### src/rtl/ppg_seq_pkg.sv
// Shared definitions for the PPG slot sequencer: state codes, idle front-end
// settings and small helpers used by the sequencer datapath.
package ppg_seq_pkg;

    typedef logic [2:0] seq_state_t;

    localparam seq_state_t ST_IDLE       = 3'd0;
    localparam seq_state_t ST_RED_SETTLE = 3'd1;
    localparam seq_state_t ST_RED_ACQ    = 3'd2;
    localparam seq_state_t ST_IR_SETTLE  = 3'd3;
    localparam seq_state_t ST_IR_ACQ     = 3'd4;
    localparam seq_state_t ST_AMB_SETTLE = 3'd5;
    localparam seq_state_t ST_AMB_ACQ    = 3'd6;

    localparam logic [6:0] DC_COMP_IDLE = 7'd64;
    localparam logic [3:0] PGA_IDLE     = 4'd0;

    // Width of a counter spanning one slot (settle cycles plus averaged samples)
    function automatic int slot_cnt_width(input int settle_cyc, input int avg_log2);
        int len;
        len = settle_cyc + (1 << avg_log2);
        return (len > 1) ? $clog2(len) : 1;
    endfunction

    function automatic logic [7:0] sat_sub(input logic [7:0] a, input logic [7:0] b);
        return (a > b) ? (a - b) : 8'd0;
    endfunction

endpackage

### src/rtl/ppg_slot_accum.sv
// Per-slot ADC accumulator; avg includes the sample present this cycle so the
// slot result is ready on the same edge that closes the slot.
module ppg_slot_accum #(
    parameter int AVG_LOG2 = 2
) (
    input  logic       CLK,
    input  logic       rst_n,
    input  logic       clear,
    input  logic       acc_en,
    input  logic [7:0] adc,
    output logic [7:0] avg
);

    localparam int ACC_W = 8 + AVG_LOG2;

    logic [ACC_W-1:0] acc;

    always_ff @(posedge CLK or negedge rst_n) begin
        if (!rst_n) begin
            acc <= '0;
        end else if (clear) begin
            acc <= '0;
        end else if (acc_en) begin
            acc <= acc + ACC_W'(adc);
        end
    end

    assign avg = 8'((acc + ACC_W'(adc)) >> AVG_LOG2);

endmodule

### src/rtl/ppg_slot_sequencer.sv
// Time-multiplexed LED/front-end scheduler producing one RED/IR average pair per frame.
// Optional ambient slot with ambient subtraction: define PPG_AMBIENT_SLOT_EN.
module ppg_slot_sequencer
    import ppg_seq_pkg::*;
#(
    parameter int SETTLE_CYC = 6,
    parameter int AVG_LOG2   = 2
) (
    input  logic       CLK,
    input  logic       rst_n,
    input  logic       enable,
    input  logic [6:0] red_dc_comp,
    input  logic [6:0] ir_dc_comp,
    input  logic [3:0] red_pga,
    input  logic [3:0] ir_pga,
    input  logic [7:0] ADC,
    output logic       LED_RED,
    output logic       LED_IR,
    output logic [6:0] DC_Comp,
    output logic [3:0] PGA_Gain,
    output logic [7:0] RED_ADC_Value,
    output logic [7:0] IR_ADC_Value,
    output logic       pair_valid,
    input  logic       pair_ready,
    output logic       overrun
);

    localparam int SLOT_LEN = SETTLE_CYC + (1 << AVG_LOG2);
    localparam int CW       = slot_cnt_width(SETTLE_CYC, AVG_LOG2);
    localparam logic [CW-1:0] SETTLE_LAST = CW'(SETTLE_CYC - 1);
    localparam logic [CW-1:0] SLOT_LAST   = CW'(SLOT_LEN - 1);
`ifdef PPG_AMBIENT_SLOT_EN
    localparam seq_state_t LAST_ACQ = ST_AMB_ACQ;
`else
    localparam seq_state_t LAST_ACQ = ST_IR_ACQ;
`endif

    seq_state_t    state;
    seq_state_t    state_nxt;
    logic [CW-1:0] cnt;
    logic [CW-1:0] cnt_nxt;
    logic          in_acq;
    logic          slot_end;
    logic          red_end;
    logic          frame_end;
    logic          frame_start;
    logic [6:0]    ir_dc_lat;
    logic [3:0]    ir_pga_lat;
    logic [7:0]    acc_avg;
    logic [7:0]    red_avg;
    logic [7:0]    red_res;
    logic [7:0]    ir_res;
    logic          acc_clear;

    always_comb begin
        in_acq = (state == ST_RED_ACQ) || (state == ST_IR_ACQ);
`ifdef PPG_AMBIENT_SLOT_EN
        in_acq = in_acq || (state == ST_AMB_ACQ);
`endif
        slot_end    = in_acq && (cnt == SLOT_LAST);
        red_end     = enable && slot_end && (state == ST_RED_ACQ);
        frame_end   = enable && slot_end && (state == LAST_ACQ);
        frame_start = enable && ((state == ST_IDLE) || frame_end);
        acc_clear   = !enable || (state == ST_IDLE) || slot_end;
    end

    // The slot counter is the only timer; it restarts at every slot boundary
    always_comb begin
        state_nxt = state;
        cnt_nxt   = cnt + CW'(1);
        if (!enable) begin
            state_nxt = ST_IDLE;
            cnt_nxt   = '0;
        end else begin
            case (state)
                ST_IDLE: begin
                    state_nxt = ST_RED_SETTLE;
                    cnt_nxt   = '0;
                end
                ST_RED_SETTLE: if (cnt == SETTLE_LAST) state_nxt = ST_RED_ACQ;
                ST_RED_ACQ: if (slot_end) begin
                    state_nxt = ST_IR_SETTLE;
                    cnt_nxt   = '0;
                end
                ST_IR_SETTLE: if (cnt == SETTLE_LAST) state_nxt = ST_IR_ACQ;
                ST_IR_ACQ: if (slot_end) begin
`ifdef PPG_AMBIENT_SLOT_EN
                    state_nxt = ST_AMB_SETTLE;
`else
                    state_nxt = ST_RED_SETTLE;
`endif
                    cnt_nxt   = '0;
                end
`ifdef PPG_AMBIENT_SLOT_EN
                ST_AMB_SETTLE: if (cnt == SETTLE_LAST) state_nxt = ST_AMB_ACQ;
                ST_AMB_ACQ: if (slot_end) begin
                    state_nxt = ST_RED_SETTLE;
                    cnt_nxt   = '0;
                end
`endif
                default: begin
                    state_nxt = ST_IDLE;
                    cnt_nxt   = '0;
                end
            endcase
        end
    end

    // LEDs and analogue settings derive from the next state so they switch together
    always_ff @(posedge CLK or negedge rst_n) begin
        if (!rst_n) begin
            state      <= ST_IDLE;
            cnt        <= '0;
            LED_RED    <= 1'b0;
            LED_IR     <= 1'b0;
            DC_Comp    <= DC_COMP_IDLE;
            PGA_Gain   <= PGA_IDLE;
            ir_dc_lat  <= '0;
            ir_pga_lat <= '0;
        end else begin
            state   <= state_nxt;
            cnt     <= cnt_nxt;
            LED_RED <= (state_nxt == ST_RED_SETTLE) || (state_nxt == ST_RED_ACQ);
            LED_IR  <= (state_nxt == ST_IR_SETTLE) || (state_nxt == ST_IR_ACQ);
            if (!enable) begin
                DC_Comp  <= DC_COMP_IDLE;
                PGA_Gain <= PGA_IDLE;
            end else if (frame_start) begin
                DC_Comp    <= red_dc_comp;
                PGA_Gain   <= red_pga;
                ir_dc_lat  <= ir_dc_comp;
                ir_pga_lat <= ir_pga;
            end else if (red_end) begin
                DC_Comp  <= ir_dc_lat;
                PGA_Gain <= ir_pga_lat;
            end
        end
    end

    ppg_slot_accum #(
        .AVG_LOG2 (AVG_LOG2)
    ) u_accum (
        .CLK    (CLK),
        .rst_n  (rst_n),
        .clear  (acc_clear),
        .acc_en (in_acq),
        .adc    (ADC),
        .avg    (acc_avg)
    );

`ifdef PPG_AMBIENT_SLOT_EN
    logic [7:0] ir_avg;
    logic [7:0] amb_avg;

    // Ambient is applied one frame late; the new value is stored after use
    always_ff @(posedge CLK or negedge rst_n) begin
        if (!rst_n) begin
            ir_avg  <= '0;
            amb_avg <= '0;
        end else if (!enable) begin
            amb_avg <= '0;
        end else begin
            if (slot_end && (state == ST_IR_ACQ)) ir_avg <= acc_avg;
            if (frame_end) amb_avg <= acc_avg;
        end
    end

    assign red_res = sat_sub(red_avg, amb_avg);
    assign ir_res  = sat_sub(ir_avg, amb_avg);
`else
    assign red_res = red_avg;
    assign ir_res  = acc_avg;
`endif

    always_ff @(posedge CLK or negedge rst_n) begin
        if (!rst_n) begin
            red_avg       <= '0;
            RED_ADC_Value <= '0;
            IR_ADC_Value  <= '0;
            pair_valid    <= 1'b0;
            overrun       <= 1'b0;
        end else begin
            if (red_end) red_avg <= acc_avg;
            if (!enable) overrun <= 1'b0;
            if (frame_end) begin
                RED_ADC_Value <= red_res;
                IR_ADC_Value  <= ir_res;
                pair_valid    <= 1'b1;
                if (pair_valid && !pair_ready) overrun <= 1'b1;
            end else if (pair_valid && pair_ready) begin
                pair_valid <= 1'b0;
            end
        end
    end

endmodule

### config.mk
export PLATFORM = sky130hd
export DESIGN_NAME = ppg_slot_sequencer
export DESIGN_NICKNAME = d
export VERILOG_FILES = /design/src/rtl/ppg_seq_pkg.sv /design/src/rtl/ppg_slot_accum.sv /design/src/rtl/ppg_slot_sequencer.sv
export SDC_FILE = /design/constraint.sdc
export NUM_CORES = 1
export LEC_CHECK = 0
export CAP_MARGIN = 25
export CORE_MARGIN = 2
export CORE_UTILIZATION = 25
export CTS_CLUSTER_SIZE = 20
export DETAILED_ROUTE_END_ITERATION = 10
export DONT_BUFFER_PORTS = 1
export PLACE_DENSITY = 0.42
export SLEW_MARGIN = 0
export SYNTH_ARGS = -nofsm -noshare
export SYNTH_HDL_FRONTEND = slang
export SYNTH_SLANG_ARGS = --single-unit
### constraint.sdc
create_clock -name CLK -period 1.8 [get_ports CLK]
set_input_delay 0 -clock CLK [delete_from_list [all_inputs] [get_ports CLK]]
set_output_delay 0 -clock CLK [all_outputs]
set_load 0.01 [all_outputs]
Word-level counts from Yosys, hierarchy flattened
Cells that the tools add are included.
- input port bits: 34
- output and inout port bits: 31
- word-level logic and storage cells: 70
- register bits: 67
- reductions and logical operators: 21
- multiplexer cells: 22
- add/sub/neg operators: 2
- equality and inequality tests: 11
- operator list (kind ; count):
    7-bit 2-to-1 mux ; 3
    10-bit 2-to-1 mux ; 2
    4-bit 2-to-1 mux ; 5
    3-bit 2-to-1 mux ; 5
    3-bit one-hot mux with 5 select lines ; 1
    3-bit by 2-bit == test with 1-bit output (second input constant) ; 4
    10-bit by 8-bit adder with 10-bit output ; 1
    4-bit one-hot mux with 2 select lines ; 1
    1-bit logical AND ; 7
    3-bit by 1-bit == test with 1-bit output (second input constant) ; 2
    3-bit == test (second input constant) ; 2
    1-bit logical OR ; 6
    1-bit 2-to-1 mux ; 5
    4-bit by 1-bit adder with 4-bit output (second input constant) ; 1
    4-bit by 3-bit == test with 1-bit output (second input constant) ; 1
    4-bit == test (second input constant) ; 1
    2-bit nonzero test ; 2
    2-bit OR reduction ; 2
    3-bit zero test ; 1
    3-bit by 1-bit != test with 1-bit output (second input constant) ; 1
    1-bit zero test ; 2
    2-bit AND reduction ; 1

Depth between registers and ports, before layout
Gate-level depths: netlist of run 1.
- depth in word-level cells: 9
- mapped depth: 9

Modules after synthesis
A second synthesis of run 1 with hierarchy kept.
- cell total of the unflattened synthesis: 304
- area total of the unflattened synthesis: 3552.2 um2
- by module, submodules not included (module ; cells each ; seq. area each (um2) ; area an instance (um2) ; instances):
    ppg_slot_sequencer ; 193 ; 1427.6 ; 2595.0 ; 1
    ppg_slot_accum ; 111 ; 250.2 ; 957.2 ; 1

Worst setup path after synthesis of run 1
Ideal clock, no wire load.
- path type: reg2reg
- start point: register u_accum.acc[0]
- end point: register red_avg[6]
- arrival: 1.731 ns
- data required time: 1.675 ns
- buffers on the path: 0
- cell stages (with the launch flop): 9
- slack: -0.056 ns
- cells stage by stage: dfrtp_1 ha_1 inv_1 fa_1 nor2b_1 o31a_1 o21ai_2 xnor2_1 mux2_2
- cells in the longest elaborated chain, start to end: 1
- ends and longest elaborated chain (element ; line ; RTL):
    start, declared ; ppg_slot_accum.sv:16 ; logic [ACC_W-1:0] acc;
    start signal, assigned ; ppg_slot_accum.sv:24 ; acc <= acc + ACC_W'(adc);
    10-bit by 8-bit adder with 10-bit output ; ppg_slot_accum.sv:28 ; assign avg = 8'((acc + ACC_W'(adc)) >> AVG_LOG2);
    end signal, assigned ; ppg_slot_sequencer.sv:183 ; if (red_end) red_avg <= acc_avg;
    end, declared ; ppg_slot_sequencer.sv:50 ; logic [7:0] red_avg;
Every way passes these cells.
A chain may end at the register's enable or synchronous reset.

Worst setup path after layout of run 1
- start point: register u_accum.acc[0]
- end point: register IR_ADC_Value[4]
- cells in the longest elaborated chain, start to end: 1
- ends and longest elaborated chain (element ; line ; RTL):
    10-bit by 8-bit adder with 10-bit output ; ppg_slot_accum.sv:28 ;
    end signal, assigned ; ppg_slot_sequencer.sv:187 ; IR_ADC_Value <= ir_res;
    end, declared ; ppg_slot_sequencer.sv:22 ; output logic [7:0] IR_ADC_Value,
Every way passes these cells.

==> results.py, run 1 <==
metrics = {
    "run_status": {
        "outcome": "finished, violations left",
        "violations": "negative setup slack",
    },
    "sta": {
        "holdWs_ns": 0.02590,
        "fin_ws_ns": -0.2250,
        "finalHoldViolations": 0,
        "fmax_mhz": 493.8,
        "drv_slew": 0,
        "finalSetupViolCount": 9,
        "max_slew_margin_pct": 50.04,
        "fin_crit_ns": 2.025,
        "fin_crit_sh_pct": 112.5,
        "tightest_slew_ns": 0.7470,
        "clock_skew_ns": 0.009633,
        "rsz0062_at_grt": "true",
    },
    "power": {
        "ir_worst_vdd_mv": 0.6027,
        "p_per_area_nw_per_um2": 843.2,
        "p_leak_nw": 2.090,
    },
    "synth": {
        "yosysSeqAreaShare_pct": 51.07,
        "synthArstFlopShare_pct": 100.0,
        "yosysMostFrequentCell": "dfrtp_1",
        "synth_top_area_cell": "dfrtp_1",
        "yosys-top-cells-count": "dfrtp_1, nand2_1, a21oi_1, o21ai_0, mux2_2",
        "syn_area_um2": 3286,
        "ys_types": 47,
        "syn_inst": 319,
        "syn-num-nets": 364,
        "synthTopCellsByArea": "dfrtp_1, nand2_1, mux2_2",
        "yosysWarnings": 0,
        "synth-seq-cells": 67,
        "synth-edff-count": 0,
        "yosysTopAreaCellShare_pct": 50.27,
        "synth_ff_type": "dfrtp_1",
        "syn_avg_cell_area_um2": 10.30,
    },
    "critical_path": {
        "path_buf_inv": 3,
        "cp.arrival_ns": 2.25,
        "timing_worst_setup_path_type": "flop to flop",
        "critPathRequiredTime_ns": 2.02,
        "cp_cell_sequence": "ha_4 > inv_2 > fa_2 > nor2b_2 > o31a_1 > buf_4 > a311oi_2 > buf_4 > o21ai_2",
        "cp-start-kind": "flop",
        "endpoint_kind": "flop",
        "cp_common_cell": "buf_4",
        "critPathTopFamily": "compound AO/OA/AOI/OAI gates",
        "crit_slowest_cell": "dfrtp_1",
        "critPathMaxFanout": 4,
        "cp_slowest_stage_delay_ns": 0.41,
    },
    "cells_and_area": {
        "multi_input_area_um2": 1697,
        "fill_cells": 1332,
        "diodes": 0,
        "fin_nets": 423,
        "seq_area_um2": 1678,
        "design_area_um2": 4567,
        "area_growth_pct": 38.99,
        "layout-drive-gt1-share_pct": 30.29,
        "final_util_pct": 35.90,
    },
    "grt": {
        "grt_overflow": 0,
        "grt_pass1_wl_mm": 12.85,
        "grt_pass1_vias": 2467,
        "grt_usage_pct": 11.86,
        "antenna_found_initial": 0,
        "grt_max_degree": 68,
    },
    "place": {
        "numPortBuffers": 0,
        "place_congestion": 0.7680,
        "post_dp_cell_area_um2": 3593,
        "post-place-ws_ns": -0.1869,
        "post-dp-hpwl_mm": 5.412,
    },
    "floorplan": {
        "core_um2": 12720,
        "die_area_um2": 14080,
        "die_y_um": 118.6,
        "ioPinCount": 65,
        "die_w_um": 118.6,
        "start_util_pct": 25.83,
        "row_count": 41,
    },
    "clock_network": {
        "htree_levels": 3,
        "insertion_delay_ns": 0.34,
        "cts_tree": "done",
        "cts_buffer_depth": 2,
        "clockRootBuffer": "clkbuf_16",
        "cts.clk_slew.worst_paths_ns": 0.06,
        "numCtsBuffers": 9,
        "clock-sinks": 67,
    },
    "detailed_routing": {
        "viasPerCell": 4.566,
        "firstDrtPassIters": 4,
        "route.detailed.drc": 0,
        "wl_mm": 8.676,
        "num_vias": 2534,
        "wl_per_cell_um": 15.63,
        "drt.antenna.violating_nets": 0,
        "drtIter0Drc": 155,
    },
    "worst_hold_path": {
        "hp-class": "input port to flop",
    },
    "flow_run": {
        "drv_cap": 0,
    },
}
path summary, 6_finish.rpt:
path	cells past startpoint	slack, ns	end	from
worst max register to register	9	-0.22	IR_ADC_Value[4]	u_accum.acc[0]
min in group asynchronous	2	0.21	u_accum.acc[5]	rst_n
worst min-delay path	3	0.03	red_avg[4]	enable
worst min register to register	2	0.46	ir_dc_lat[1]	ir_dc_lat[1]
max in group asynchronous	2	1.24	DC_Comp[6]	rst_n
worst max-delay path	9	-0.22	IR_ADC_Value[4]	u_accum.acc[0]
worst register-to-register path: cells and delay by family, from the launching register on:
family / cells / cell delay, ns
AND/OR/NAND/NOR: 1 / 0.05
adder cells (fa/ha/maj): 2 / 0.39
buffers and inverters: 3 / 0.40
flip-flops: 1 / 0.41
AO/OA/AOI/OAI: 3 / 0.66
final cells by class:
cell class / instances / share of cell area [%]
Tap cell: 172 / 4.712
Clock buffer: 15 / 6.082
Clock inverter: 1 / 0.6575
Multi-Input combinational cell: 227 / 37.15
Inverter: 10 / 0.8219
Timing Repair Buffer: 63 / 13.84
Sequential cell: 67 / 36.74
state kept, by name (all words and copies together) (netlist names):
signal / cells
u_accum.acc: 10
IR_ADC_Value: 8
RED_ADC_Value: 8
red_avg: 8
DC_Comp: 7
ir_dc_lat: 7
PGA_Gain: 4
cnt: 4
ir_pga_lat: 4
state: 3
LED_IR: 1
LED_RED: 1
overrun: 1
pair_valid: 1
stage by stage:
step                      instances  power, W  setup TNS [ns]
after floorplan                 319  0.001843        -0.02768
after global placement          497  0.001903         -0.8637
after detailed placement        497  0.001910          -1.244
after CTS                       542  0.003842         -0.7844
after global routing            555  0.004031          -2.288
final                           555  0.003851          -1.514
cell usage in the layout (no fill, tap or decap), drive strengths merged, types with 3 or more instances in the layout:
master | Yosys | layout
nor2b | 3 | 3
a21boi | 3 | 3
clkbuf | 5 | 17
nand3 | 4 | 4
xor2 | 5 | 5
nor2 | 13 | 13
buf | 13 | 34
a21oi | 21 | 21
and3 | 13 | 13
xnor2 | 5 | 5
o311a | 1 | 4
inv | 10 | 10
dfrtp | 66 | 66
dlygate4sd3 | 0 | 27
o211ai | 3 | 3
o21ai | 33 | 33
ha | 10 | 10
a22o | 4 | 4
nand2 | 65 | 65
mux2 | 18 | 18
where the power goes:
part	switching (W)	leakage, nW	internal (W)
logic	0.000200	1.04	0.000191
registers	0.0000658	0.899	0.00158
clock network	0.000623	0.150	0.00119
total	0.000889	2.09	0.00296
per-layer routing:
metal  up-vias  track usage [%]  part of all wire, %
met5         -                0                    0
met4         0            4.688                  1.6
met3        12            5.164                  5.8
met2        60            19.00                   49
met1      1224            13.93                   44
li1       1238                -                    -
cell families after synthesis:
kind of cell             count (synthesis)  share of synthesized area (%)
AND/OR/NAND/NOR                        110                          16.11
adder cells (fa/ha/maj)                 11                          4.417
flip-flops                              67                          51.07
XOR/XNOR                                10                          2.666
buffers and inverters                   28                          4.722
multiplexers                            18                          6.169
AO/OA/AOI/OAI                           75                          14.85
timing repair:
item,CTS,global route
resized for setup,9,36
endpoints found under the setup margin,15,52
endpoints found under the hold margin,106,11
cloned,0,5
pin swaps,2,18
hold buffers,27,1
setup buffers,2,7
No activity file was read; power rests on OpenSTA's default activity.
==> run 2: changes to the inputs <==
Settings changed: MAX_ROUTING_LAYER set to met4, SLEW_MARGIN 0 to unset.
==> run 2 against run 1 <==
- the run still ends with negative setup slack left
- sequential share of layout area stayed put
- clock skew is essentially flat
- fmax increased by 0.33%
- via count about the same
- global-route usage up 0.31 points
- cell area unchanged
- total power is essentially flat
- final cell count unchanged
- sequential power barely moved
- largest power group unchanged
==> results.py, run 2 (synthesized netlist as in run 1, its figures left out) <==
metrics = {
    "grt": {
        "grt_pass1_wl_mm": 12.85,
        "grt_max_degree": 68,
        "grt_overflow": 0,
        "grt_pass1_vias": 2468,
        "antenna_found_initial": 0,
        "grt_usage_pct": 12.17,
    },
    "place": {
        "numPortBuffers": 0,
        "post-dp-hpwl_mm": 5.412,
        "post_dp_cell_area_um2": 3593,
        "place_congestion": 0.7783,
    },
    "detailed_routing": {
        "drt.antenna.violating_nets": 0,
        "wl_per_cell_um": 15.57,
        "drtIter0Drc": 141,
        "viasPerCell": 4.564,
        "route.detailed.drc": 0,
        "firstDrtPassIters": 6,
        "wl_mm": 8.641,
        "num_vias": 2533,
    },
    "cells_and_area": {
        "area_growth_pct": 38.99,
        "fill_cells": 1332,
        "diodes": 0,
        "final_cell_mix": "dfrtp_1, nand2_1, buf_4",
        "largest_reg_flops": 10,
        "fin_nets": 423,
        "design_area_um2": 4567,
        "layout_commonest_cell": "dfrtp_1",
        "layout-drive-gt1-share_pct": 30.29,
        "largest-register": "u_accum.acc",
    },
    "critical_path": {
        "crit_slowest_cell": "dfrtp_1",
        "critPathMaxFanout": 4,
        "cp.arrival_ns": 2.24,
        "cp_common_cell": "buf_4",
        "critPathRequiredTime_ns": 2.02,
        "cp_slowest_stage_delay_ns": 0.41,
        "cp-start-kind": "flop",
        "cp_cell_sequence": "ha_4 > inv_2 > fa_2 > nor2b_2 > o31a_1 > buf_4 > a311oi_2 > buf_4 > o21ai_2",
        "timing_worst_setup_path_type": "flop to flop",
        "endpoint_kind": "flop",
    },
    "power": {
        "p_per_area_nw_per_um2": 842.5,
        "p_leak_nw": 2.090,
        "finalPower_w": 0.003848,
        "ir_worst_vdd_mv": 0.6026,
    },
    "clock_network": {
        "numCtsBuffers": 9,
        "cts_tree": "done",
        "cts.clk_slew.worst_paths_ns": 0.06,
        "clock-sinks": 67,
        "insertion_delay_ns": 0.34,
        "cts_buffer_depth": 2,
        "htree_levels": 3,
        "clockRootBuffer": "clkbuf_16",
    },
    "floorplan": {
        "die_y_um": 118.6,
        "die_area_um2": 14080,
        "start_util_pct": 25.83,
        "die_w_um": 118.6,
        "core_um2": 12720,
        "row_count": 41,
        "ioPinCount": 65,
    },
    "sta": {
        "fin_crit_ns": 2.018,
        "holdWs_ns": 0.02618,
        "max_slew_margin_pct": 50.54,
        "finalSetupViolCount": 9,
        "finalHoldViolations": 0,
        "rsz0062_at_grt": "true",
        "fmax_mhz": 495.5,
        "fin_ws_ns": -0.2183,
        "clock_skew_ns": 0.009286,
        "tightest_slew_ns": 0.7395,
        "drv_slew": 0,
        "fin_crit_sh_pct": 112.1,
    },
    "run_status": {
        "violations": "negative setup slack",
        "outcome": "finished, violations left",
    },
    "flow_run": {
        "drv_cap": 0,
    },
    "worst_hold_path": {
        "hp-class": "input port to flop",
    },
}
==> run 2: cell count changes in the layout (fill, tap and decap cells not counted) <==
cell	previous run	this run
o21ai_0	15	14
o21ai_1	7	8
==> run 2: area by class of cell <==
class	instances	area (um2)	share of cell area [%]
timing repair buffer	63	631.9	13.84
sequential	67	1678	36.74
clock buffer	15	277.8	6.082
clock inverter	1	30.03	0.6575
inverter	10	37.54	0.8219
multi-input combinational	227	1697	37.15
tap	172	215.2	4.712
==> run 2: path summary, 6_finish.rpt <==
path,start,endpoint,slack (ns),cells past startpoint
max,u_accum.acc[0],IR_ADC_Value[4],-0.22,9
min,enable,red_avg[4],0.03,3
max reg2reg,u_accum.acc[0],IR_ADC_Value[4],-0.22,9
min reg2reg,ir_dc_lat[1],ir_dc_lat[1],0.46,2
max in group asynchronous,rst_n,DC_Comp[6],1.25,2
min in group asynchronous,rst_n,u_accum.acc[1],0.21,2
==> run 2: repair_timing <==
item | CTS | global route
endpoints found under the setup margin | 15 | 52
setup buffers | 2 | 7
pin swaps | 2 | 18
hold buffers | 27 | 1
endpoints found under the hold margin | 106 | 11
gates resized for setup | 9 | 37
gates cloned | 0 | 5
==> run 2: through the flow <==
step	setup WS (ns)	setup TNS (ns)	utilization, %	std cells
final	-0.2183	-1.454	35.90	555
after global routing	-0.2514	-2.291	35.90	555
after CTS	-0.1336	-0.7844	33.19	542
after global placement	-0.1261	-0.8637	28.25	497
after floorplan	-0.01384	-0.02768	-	319
after detailed placement	-0.1869	-1.244	28.25	497
==> run 2: where the power goes <==
| group | internal, W | switching, W | leakage (nW) | total (W) |
|---|---|---|---|---|
| registers | 0.00158 | 0.0000654 | 0.899 | 0.00165 |
| clock network | 0.00119 | 0.000621 | 0.150 | 0.00181 |
| logic | 0.000191 | 0.000200 | 1.04 | 0.000391 |
| total | 0.00296 | 0.000886 | 2.09 | 0.00385 |
==> run 2: worst max-delay path: cells and delay by family, from the launching register on <==
family	cells	cell delay, ns
DFF	1	0.41
AOI/OAI and AO/OA	3	0.66
and+or+nand+nor	1	0.05
buffers and inverters	3	0.40
adders and majority gates	2	0.39
==> run 2: layer usage <==
layer,GRT usage [%],up-vias,wire length (um)
met5,-,-,0
met1,13.96,1219,3771
li1,-,1239,-
met3,4.971,11,533
met4,4.688,0,133
met2,19.00,64,4202
==> run 3: changes to the inputs <==
Settings changed: CELL_PAD_IN_SITES_DETAIL_PLACEMENT set to 1, CELL_PAD_IN_SITES_GLOBAL_PLACEMENT set to 1, PLACE_DENSITY 0.42 to 0.5.
==> run 3 against run 2 <==
- the flow still finishes with violations (negative setup slack)
- sequential share of layout area fell by 0.95 points
- flip-flop and latch count unchanged
- core utilization rose by 0.95 points
- count of clock-buffer cells in the layout decreased by 6
- sequential power about the same
- register-to-register slack improved by 0.08 ns
- via count up 2.0%
- critical endpoint is now IR_ADC_Value[6]
- largest cell class unchanged
- highest routed layer unchanged
==> results.py, run 3 (synthesized netlist as in run 1, its figures left out) <==
metrics = {
    "cells_and_area": {
        "largest_reg_flops": 10,
        "layout-drive-gt1-share_pct": 34.55,
        "fin_nets": 422,
        "finalNonFillerCells": 554,
        "diodes": 0,
        "layout_commonest_cell": "dfrtp_1",
        "final_cell_mix": "dfrtp_1, nand2_1, buf_4",
        "area_growth_pct": 42.69,
        "largest-register": "u_accum.acc",
    },
    "floorplan": {
        "row_count": 41,
        "die_y_um": 118.6,
        "start_util_pct": 25.83,
        "ioPinCount": 65,
        "die_w_um": 118.6,
        "core_um2": 12720,
        "die_area_um2": 14080,
    },
    "power": {
        "p_leak_nw": 2.119,
        "p_sw_w": 0.0009733,
        "p_per_area_nw_per_um2": 877.6,
        "p_clk_share_pct": 49.6,
        "swShare_pct": 23.66,
        "comb_power_share_pct": 10.4,
        "ir_worst_vdd_mv": 0.4595,
        "p_seq_share_pct": 40.1,
        "intPower_w": 0.003141,
    },
    "clock_network": {
        "clock-sinks": 67,
        "numCtsBuffers": 9,
        "clockRootBuffer": "clkbuf_16",
        "insertion_delay_ns": 0.34,
        "cts_buffer_depth": 2,
        "cts_tree": "done",
        "cts.clk_slew.worst_paths_ns": 0.06,
        "htree_levels": 3,
    },
    "critical_path": {
        "timing_worst_setup_path_type": "flop to flop",
        "r2r-start": "u_accum.acc[0]",
        "regToRegSetupSlack_ns": -0.14,
        "endpoint_kind": "flop",
        "cp-start-kind": "flop",
        "cp_slowest_stage_delay_ns": 0.39,
        "critPathRequiredTime_ns": 2.02,
        "crit_slowest_cell": "dfrtp_1",
        "cp.arrival_ns": 2.16,
        "timing.rr.end": "IR_ADC_Value[6]",
        "cp_cell_sequence": "ha_4 > inv_2 > fa_2 > nor2b_2 > o31a_1 > o21ai_2 > xnor2_2 > mux2_2",
        "critPathMaxFanout": 4,
        "reg2reg_depth": 8,
    },
    "detailed_routing": {
        "wl_per_cell_um": 17.15,
        "wl_mm": 9.500,
        "viasPerCell": 4.664,
        "drt.antenna.violating_nets": 0,
        "drtIter0Drc": 126,
        "firstDrtPassIters": 4,
        "num_vias": 2584,
        "route.detailed.drc": 0,
    },
    "sta": {
        "clock_skew_ns": 0.006308,
        "rsz0062_at_grt": "true",
        "tightest_slew_ns": 0.7815,
        "max_slew_margin_pct": 47.73,
        "finalHoldViolations": 0,
        "holdWs_ns": 0.006491,
        "finalSetupViolCount": 14,
        "fin_crit_ns": 1.942,
        "fin_crit_sh_pct": 107.9,
        "drv_slew": 0,
        "fin_ws_ns": -0.1421,
        "fmax_mhz": 514.9,
    },
    "place": {
        "post-place-ws_ns": -0.2397,
        "post-dp-hpwl_mm": 5.925,
        "place_congestion": 0.7875,
        "dp_cells": 494,
        "numPortBuffers": 0,
    },
    "worst_hold_path": {
        "hold_end": "u_accum.acc[7]",
        "hold_start": "enable",
        "min_path_cells": 3,
        "hp-class": "input port to flop",
    },
    "run_status": {
        "violations": "negative setup slack",
        "outcome": "finished, violations left",
    },
    "grt": {
        "grt_usage_pct": 13.47,
        "grt_overflow": 0,
        "grt_pass1_vias": 2673,
        "antenna_found_initial": 0,
        "grt_max_degree": 68,
        "grt_pass1_wl_mm": 14.42,
    },
    "flow_run": {
        "drv_cap": 0,
    },
}
[run 3: cell count changes in the layout (fill, tap and decap cells not counted), moves of 3 or more]
cell	previous run	this run
a21oi_1	16	10
a21oi_2	5	9
and3_1	9	4
and3_4	3	9
clkbuf_1	3	0
clkbuf_8	3	0
o21ai_1	8	11
[run 3: what timing repair did]
item	4_1_cts	5_1_grt
hold buffers	27	1
setup buffers	4	9
hold endpoints to repair	106	11
pin swaps	9	20
gates resized for setup	14	46
gates cloned	0	4
endpoints found under the setup margin	20	51
[run 3: area by class of cell]
class	count	area (um2)
fill	1429	8034
multi-input combinational	226	1767
sequential	67	1678
timing repair buffer	63	649.4
clock buffer	9	225.2
tap	172	215.2
clock inverter	7	116.4
inverter	10	37.54
[run 3: layer usage]
layer	wire [um]	GRT usage, %
met5	0	-
met4	91	4.167
met3	474	5.309
met2	5031	21.84
met1	3903	15.31
[run 3: power groups by stage]
stage                     registers, W  logic, W  clock network (W)
after floorplan                0.00166  0.000188                  0
after global placement         0.00167  0.000236                  0
after detailed placement       0.00167  0.000243                  0
after CTS                      0.00165  0.000345            0.00210
after global routing           0.00166  0.000473            0.00217
final                          0.00165  0.000426            0.00204
[run 3: worst max path at each step]
stage | start | cells after the start | to
6_report | u_accum.acc[0] | 8 | IR_ADC_Value[6]
5_1_grt | u_accum.acc[0] | 8 | red_avg[6]
4_1_cts | u_accum.acc[0] | 9 | IR_ADC_Value[4]
3_5_place_dp | u_accum.acc[1] | 6 | IR_ADC_Value[5]
3_3_place_gp | u_accum.acc[0] | 8 | u_accum.acc[6]
2_1_floorplan | u_accum.acc[0] | 8 | red_avg[6]
[run 3: critical path, delay by kind of cell (launching register included)]
family                     cells  cell delay (ns)
muxes                          1             0.25
xor gates and xnor gates       1             0.15
adders and majority gates      2             0.50
DFF                            1             0.39
and+or+nand+nor                1             0.14
AOI/OAI and AO/OA              2             0.35
buffers and inverters          1             0.04
[run 3: per-stage QoR]
stage / TNS, ns / total power, W / area [um2] / utilization [%]
after floorplan: -0.02768 / 0.001843 / 3291 / -
after global placement: -1.450 / 0.001906 / 3608 / 28.36
after detailed placement: -2.752 / 0.001918 / 3608 / 28.36
after CTS: -0.9935 / 0.004089 / 4337 / 34.09
after global routing: -2.962 / 0.004298 / 4688 / 36.85
final: -1.150 / 0.004114 / 4688 / 36.85
